### src/rtl/gpio_pkg.sv
// Shared definitions for the GPIO register blocks: register address map,
// register file layout and a helper that builds the implemented-bit mask.
package gpio_pkg;

  localparam int REG_W = 32;

  typedef enum logic [1:0] {
    REG_RISE_EN = 2'd0,
    REG_FALL_EN = 2'd1,
    REG_PENDING = 2'd2,
    REG_MASK    = 2'd3
  } gpio_reg_e;

  typedef struct packed {
    logic [REG_W-1:0] rise_en;
    logic [REG_W-1:0] fall_en;
    logic [REG_W-1:0] pending;
    logic [REG_W-1:0] mask;
  } gpio_regs_t;

  // Ones in the low w bits; unimplemented register bits are ANDed with this.
  function automatic logic [REG_W-1:0] width_mask(input int w);
    logic [REG_W-1:0] m;
    m = '0;
    for (int i = 0; i < REG_W; i++)
      if (i < w) m[i] = 1'b1;
    return m;
  endfunction

endpackage

### src/rtl/wishbone_p_if.sv
// Pipelined Wishbone bus bundle; dat_i/dat_o are named from the slave side.
interface wishbone_p_if;
  logic        cyc;
  logic        stb;
  logic        we;
  logic [31:0] adr;
  logic [31:0] dat_i;
  logic [31:0] dat_o;
  logic        ack;
  logic        stall;

  modport slave (
    input  cyc, stb, we, adr, dat_i,
    output dat_o, ack, stall
  );

  modport master (
    output cyc, stb, we, adr, dat_i,
    input  dat_o, ack, stall
  );
endinterface

### src/rtl/gpio_edge_detect.sv
// Per-line rise/fall detector. The first cycle out of reset only captures the
// input so that lines already high at release do not look like edges.
module gpio_edge_detect #(
  parameter int WIDTH = 32
) (
  input  logic             clk_i,
  input  logic             rst_ni,
  input  logic [WIDTH-1:0] gpio,
  input  logic [WIDTH-1:0] rise_en,
  input  logic [WIDTH-1:0] fall_en,
  output logic [WIDTH-1:0] rise,
  output logic [WIDTH-1:0] fall
);

  logic [WIDTH-1:0] prev_q;
  logic             primed_q;

  always_ff @(posedge clk_i or negedge rst_ni) begin
    if (!rst_ni) begin
      prev_q   <= '0;
      primed_q <= 1'b0;
    end else begin
      prev_q   <= gpio;
      primed_q <= 1'b1;
    end
  end

  for (genvar g = 0; g < WIDTH; g++) begin : g_line
    assign rise[g] = primed_q &  gpio[g] & ~prev_q[g] & rise_en[g];
    assign fall[g] = primed_q & ~gpio[g] &  prev_q[g] & fall_en[g];
  end

endmodule

### src/rtl/wb_gpio_irq.sv
// GPIO edge-interrupt controller behind a pipelined Wishbone slave:
// per-line rise/fall enables, sticky W1C pending bits, mask and a level irq.
module wb_gpio_irq
  import gpio_pkg::*;
#(
  parameter int WIDTH       = 32,
  parameter bit IRQ_REG_OUT = 1'b1
) (
  input  logic             clk_i,
  input  logic             rst_ni,
  wishbone_p_if.slave      wb,
  input  logic [WIDTH-1:0] gpio_sync_i,
  output logic             irq_o
);

  localparam logic [REG_W-1:0] WMASK = width_mask(WIDTH);

  gpio_regs_t       regs_q;
  logic             ack_q;
  logic [REG_W-1:0] rdata_q;
  logic [REG_W-1:0] rd_data;
  logic [REG_W-1:0] ev;
  logic [REG_W-1:0] w1c;
  logic [REG_W-1:0] pend_next;
  logic [WIDTH-1:0] rise;
  logic [WIDTH-1:0] fall;
  logic             accept;
  logic             wr;
  logic             irq_c;
  gpio_reg_e        sel;
  logic             unused_adr;

  assign accept     = wb.cyc & wb.stb;
  assign wr         = accept & wb.we;
  assign sel        = gpio_reg_e'(wb.adr[3:2]);
  assign unused_adr = ^{wb.adr[31:4], wb.adr[1:0]};

  gpio_edge_detect #(.WIDTH(WIDTH)) u_edge (
    .clk_i   (clk_i),
    .rst_ni  (rst_ni),
    .gpio    (gpio_sync_i),
    .rise_en (regs_q.rise_en[WIDTH-1:0]),
    .fall_en (regs_q.fall_en[WIDTH-1:0]),
    .rise    (rise),
    .fall    (fall)
  );

  always_comb begin
    ev = '0;
    ev[WIDTH-1:0] = rise | fall;
  end

  // New edges are ORed in after the clear so a same-cycle event survives W1C.
  assign w1c       = (wr && sel == REG_PENDING) ? wb.dat_i : '0;
  assign pend_next = ((regs_q.pending & ~w1c) | ev) & WMASK;

  always_comb begin
    rd_data = '0;
    case (sel)
      REG_RISE_EN: rd_data = regs_q.rise_en;
      REG_FALL_EN: rd_data = regs_q.fall_en;
      REG_PENDING: rd_data = regs_q.pending;
      REG_MASK:    rd_data = regs_q.mask;
      default:     rd_data = '0;
    endcase
  end

  always_ff @(posedge clk_i or negedge rst_ni) begin
    if (!rst_ni) begin
      regs_q  <= '0;
      ack_q   <= 1'b0;
      rdata_q <= '0;
    end else begin
      if (wr && sel == REG_RISE_EN) regs_q.rise_en <= wb.dat_i & WMASK;
      if (wr && sel == REG_FALL_EN) regs_q.fall_en <= wb.dat_i & WMASK;
      if (wr && sel == REG_MASK)    regs_q.mask    <= wb.dat_i & WMASK;
      regs_q.pending <= pend_next;
      ack_q          <= accept;
      rdata_q        <= (accept && !wb.we) ? rd_data : '0;
    end
  end

  assign irq_c = |(regs_q.pending & regs_q.mask);

  if (IRQ_REG_OUT) begin : g_irq_reg
    logic irq_q;
    always_ff @(posedge clk_i or negedge rst_ni) begin
      if (!rst_ni) irq_q <= 1'b0;
      else         irq_q <= irq_c;
    end
    assign irq_o = irq_q;
  end else begin : g_irq_comb
    assign irq_o = irq_c;
  end

  // A master that drops cyc while an ack is due aborts it.
  assign wb.ack   = ack_q & wb.cyc;
  assign wb.dat_o = wb.ack ? rdata_q : '0;
  assign wb.stall = 1'b0;

endmodule

### src/flat_wrapper.sv
// flat-port wrapper written by rule: the top's interface ports become plain ports
module wb_gpio_irq_flat import gpio_pkg::*;
#(
  parameter int WIDTH       = 32,
  parameter bit IRQ_REG_OUT = 1'b1
)
  (clk_i, rst_ni, gpio_sync_i, irq_o, wb_cyc, wb_stb, wb_we, wb_adr, wb_dat_i, wb_dat_o, wb_ack, wb_stall);
  wishbone_p_if wb_i ();
  input  logic clk_i;
  input  logic rst_ni;
  input  logic [WIDTH-1:0] gpio_sync_i;
  output logic irq_o;
  input wire logic [$bits(wb_i.cyc)-1:0] wb_cyc;
  input wire logic [$bits(wb_i.stb)-1:0] wb_stb;
  input wire logic [$bits(wb_i.we)-1:0] wb_we;
  input wire logic [$bits(wb_i.adr)-1:0] wb_adr;
  input wire logic [$bits(wb_i.dat_i)-1:0] wb_dat_i;
  output wire logic [$bits(wb_i.dat_o)-1:0] wb_dat_o;
  output wire logic [$bits(wb_i.ack)-1:0] wb_ack;
  output wire logic [$bits(wb_i.stall)-1:0] wb_stall;
  assign wb_i.cyc = wb_cyc;
  assign wb_i.stb = wb_stb;
  assign wb_i.we = wb_we;
  assign wb_i.adr = wb_adr;
  assign wb_i.dat_i = wb_dat_i;
  assign wb_dat_o = wb_i.dat_o;
  assign wb_ack = wb_i.ack;
  assign wb_stall = wb_i.stall;
  wb_gpio_irq #(.WIDTH(WIDTH), .IRQ_REG_OUT(IRQ_REG_OUT)) u_core (.clk_i(clk_i), .rst_ni(rst_ni), .wb(wb_i), .gpio_sync_i(gpio_sync_i), .irq_o(irq_o));
endmodule
### config.mk
export PLATFORM = sky130hd
export DESIGN_NAME = wb_gpio_irq_flat
export DESIGN_NICKNAME = d
export VERILOG_FILES = /design/src/rtl/gpio_pkg.sv /design/src/rtl/wishbone_p_if.sv /design/src/rtl/gpio_edge_detect.sv /design/src/rtl/wb_gpio_irq.sv /design/src/flat_wrapper.sv
export SDC_FILE = /design/constraint.sdc
export NUM_CORES = 1
export LEC_CHECK = 0
export ABC_CLOCK_PERIOD_IN_PS = 2800
export CAP_MARGIN = 25
export CORE_ASPECT_RATIO = 1.75
export CORE_UTILIZATION = 45
export DETAILED_ROUTE_END_ITERATION = 6
export PLACE_DENSITY = 0.67
export SLEW_MARGIN = 30
export SYNTH_ARGS = -nofsm -noshare
export SYNTH_HDL_FRONTEND = slang
export SYNTH_SLANG_ARGS = --single-unit
### constraint.sdc
create_clock -name clk_i -period 2.8 [get_ports clk_i]
set_input_delay 0.28 -clock clk_i [delete_from_list [all_inputs] [get_ports clk_i]]
set_output_delay 0.28 -clock clk_i [all_outputs]
set_load 0.03 [all_outputs]
Word level (Yosys, flattened, before mapping)
Index checks and enable logic that the tools add are counted.
- register bits: 195
- bits of input ports: 101
- output and inout port bits: 35
- logic and storage cells: 288
- eq/ne operators: 3
- muxes and demuxes: 4
- bitwise logic cells: 264
- reductions and logical operators: 8
- operator list (operator ; count):
    AND 1 bit ; 195
    one-hot mux 32 bit (4 select lines) ; 1
    two-way mux 32 bit ; 3
    AND 32 bit ; 2
    NOT 1 bit ; 64
    OR 32 bit ; 2
    NOT 32 bit ; 1
    OR reduction 32 bit ; 1
    logical AND 1 bit ; 5
    equality test 2 bit (second input constant) ; 2
    equality test 2 x 1 -> 1 bit (second input constant) ; 1
    logical NOT 2 bit ; 1
    logical NOT 1 bit ; 1

Longest topological paths before layout
- depth after elaboration: 7
- mapped depth: 7
- depth with buffers taken out: 3

By module
Synthesis repeated with hierarchy kept, for this count alone.
- cell total of the unflattened synthesis: 641
- area, all modules: 8911.0 um^2
- by module, submodules not included (module ; times used ; cells each ; area each (um^2) ; sequential area each (um^2)):
    wb_gpio_irq ; 1 ; 536 ; 7362.1 ; 4053.9
    gpio_edge_detect ; 1 ; 105 ; 1549.0 ; 825.8

Least setup slack after synthesis
No wires, ideal clock.
- path type: input port to flip-flop
- start point: input wb_adr[2]
- end point: register, netlist name u_core.regs_q[100]
- setup time: 0.125 ns
- arrival: 1.476 ns
- required time: 2.675 ns
- path slack: 1.198 ns
- stages on the path: 7
- path buffers: 4
- cell sequence: buf_4 > and4b_1 > buf_2 > nor2b_4 > buf_6 > buf_6 > mux2_4
- longest elaborated chain between the ends: 2
- RTL lines (item ; RTL line ; source):
    start: declaration ; flat_wrapper.sv:16 ; input wire logic [$bits(wb_i.adr)-1:0] wb_adr;
    logical NOT 2 bit ; wb_gpio_irq.sv:74 ; if (wr && sel == REG_RISE_EN) regs_q.rise_en <= wb.dat_i & WMASK;
    logical AND 1 bit ; wb_gpio_irq.sv:74 ;
Every way passes these cells.
A chain may end at the register's enable or synchronous reset.

Worst setup path after layout
- start point: register u_core.ack_q
- end point: output wb_dat_o[28]
- longest elaborated chain between the ends: 2
- RTL lines (item ; RTL line ; source):
    start: declaration ; wb_gpio_irq.sv:19 ; logic ack_q;
    start signal: assignment ; wb_gpio_irq.sv:78 ; ack_q <= accept;
    AND 1 bit ; wb_gpio_irq.sv:97 ; assign wb.ack = ack_q & wb.cyc;
    two-way mux 32 bit ; wb_gpio_irq.sv:98 ; assign wb.dat_o = wb.ack ? rdata_q : '0;
    end: declaration ; flat_wrapper.sv:18 ; output wire logic [$bits(wb_i.dat_o)-1:0] wb_dat_o;
Every way passes these cells.

==> run summary <==
Tmin final: 2390 ps
Crit path capture type: output port
Power density over the cells: 714 nW/um2
Drt via density: 5.88
PortBufs: 104
Num CTS Buffers: 17
Fmax: 419 MHz
Worst setup path class: reg2out
Root buffer cell: clkbuf_16
Footprint of the multi-input gates: 3500 um2
Nets: 823
H-Tree Depth: 4
Post-synthesis register bit count: 195
Syn_area_per_cell: 13.9 um2
Net Count, Synth: 718
Remaining global-route overflow: 0
Mapped Cells: 617
Share of the synthesized area in the top cell type: 56.8%
Site Rows: 66
Gr usage total: 23.0%
Finish-stage setup viols: 0
Initial antenna violation count: 0
Final Hold Vio Count: 0
Most common cell after layout, fill and taps aside: dfrtp_1
Most frequent cells in the layout: dfrtp_1 (195), clkdlybuf4s50_1 (79), mux2_2 (65)
Clock sink count: 195
Pleak: 4.61 nW
Worst Path Max Fanout: 17
WL final: 21.3 mm
# IOs: 136
Vias in the first global route: 6168
Clk buf depth: 2
Vias: 5711
Dominant cell type by area after synthesis: dfrtp_1
Layout cells sized above 1: 27.8%
Diodes inserted: 0
TritonCTS clock tree: done
Sw Ratio: 25.4%
Die H: 185 um
Critical path arrival: 2110 ps
Synth warn: 0
Placer Congestion: 0.767
Seq/Total Area, Yosys: 56.8%
Post-CTS Setup Inserts: 0
Status: complete, no violations
Tcrit/Tclk final: 85.3%
Register area: 4880 um2
Worst-Skew Late Latency: 430 ps
Antenna-violating nets left: 0
Worst slew pin tran: 642 ps
Slew headroom: 57.2%
Clock Skew: 14.2 ps
DR pass1 iterations: 5
Die X: 106 um
Max Slew Vio Count: 0
DP HPWL: 14.0 mm
RSZ-0062 raised after global routing: false
Reg clk slew, reported paths: 70 ps
Cell variety after synth: 27
Clock Power Share: 34.1%
Max rail drop VDD: 433 uV
Startpoint Class: register
Min-delay worst type: in2reg
Pin count of the biggest net entering global routing: 66
1st-iter DRT viols: 365
Area Overhead vs Synth: 23.5%
Synthesized area: 8590 um2
Fin Setup TNS: 0 ps
Fillers: 1568
Main area contributors after synthesis: dfrtp_1 (57%), mux2_2 (8.5%), mux4_2 (8.4%)
Total power: 7.57 mW
Die area: 19700 um2
Combinational Power Share: 16.8%
DRC viols: 0
Reg power frac: 49.1%
Core ar.: 18700 um2
Max-Cap Viols: 0
P_sw: 1.92 mW
First-pass GRT wire length: 33.9 mm
Initial Util: 46.0%
WP data required: 2520 ps
Wire length per cell: 21.9 um
Internal power: 5.64 mW
[flip-flops by register name (all words and copies together), names as in the netlist]
signal                  cells
u_core.irq_o                1
u_core.u_edge.prev_q       32
u_core.ack_q                1
u_core.u_edge.primed_q      1
u_core.regs_q             128
u_core.rdata_q             32
[stage by stage]
| step | hold slack, ps | setup WS (ps) | area (um2) | utilization (%) | cells |
|---|---|---|---|---|---|
| after floorplan | -15.6 | 1200 | 8590 | - | 617 |
| after global placement | 305 | 498 | 9970 | 53.4 | 940 |
| after detailed placement | 315 | 454 | 9970 | 53.4 | 940 |
| after CTS | 336 | 378 | 10600 | 56.8 | 972 |
| after global routing | 340 | 293 | 10600 | 56.8 | 972 |
| final | 349 | 411 | 10600 | 56.8 | 972 |
[synthesized netlist by cell type, drive strengths merged]
cell    count
and3b       1
clkbuf     18
nand4       4
a22oi      16
nand2b      1
buf        21
and4b       1
nand2      32
and2        2
mux2       96
mux4       32
nand3      33
and3       33
nor2b      33
nand3b     32
dfrtp     195
conb        2
o21ai      32
a22o       32
or4         1
[cell families (layout without fill, tap and decap cells)]
logic type	count (synthesis)	after routing	share of synthesized area, %
DFF	195	195	56.8
AOI/OAI and AO/OA	80	80	6.53
muxes	128	128	22.3
other	2	2	0.0874
buffers and inverters	39	156	2.45
and+or+nand+nor	173	173	11.8
[path summary, 6_finish.rpt]
path                       cells past startpoint                        to               from  slack, ps
setup / recovery                               2              wb_dat_o[28]       u_core.ack_q        410
hold / removal                                 1  u_core.u_edge.prev_q[16]    gpio_sync_i[16]        350
setup reg to reg                               3              u_core.irq_o  u_core.regs_q[17]       1110
hold reg to reg                                1         u_core.regs_q[33]  u_core.regs_q[33]        530
max in group asynchronous                      3         u_core.regs_q[91]             rst_ni       1570
min in group asynchronous                      2        u_core.rdata_q[17]             rst_ni        430
[power groups by stage]
stage / Combinational [mW] / Sequential, mW / Clock, mW
after global placement: 1.23 / 3.70 / 0
after global routing: 1.38 / 3.77 / 2.74
after detailed placement: 1.28 / 3.75 / 0
final: 1.27 / 3.71 / 2.58
after CTS: 1.29 / 3.70 / 2.63
after floorplan: 0.904 / 3.60 / 0
[routing by layer]
metal  share of wire [%]  vias up  routed length [um]  GRT usage (%)
met2                  52      184               11100           39.4
met5                   0        -                   0              0
met1                  41     3016                8790           29.5
li1                    -     2485                   -              -
met3                 4.7       26                 996           3.43
met4                 1.8        0                 375           8.71
[worst max-delay path: stages (launching register included)]
cell	delay, ps
dfrtp_1	760
and3_1	260
clkdlybuf4s50_1	670
[final cells by class]
| class | instances | area share (%) |
|---|---|---|
| multi-input cells | 383 | 33.0 |
| clock inverters | 11 | 1.65 |
| repair buffers | 125 | 12.3 |
| flip-flops and latches | 195 | 46.0 |
| clock buffers | 20 | 4.21 |
| well taps | 238 | 2.81 |
[timing repair]
action                     4_1_cts  5_1_grt
hold buffers                     1        0
resized for setup                0        0
setup endpoints to repair        0        0
hold endpoints to repair        61        0
Note: power is estimated with default switching activity, not from simulation.
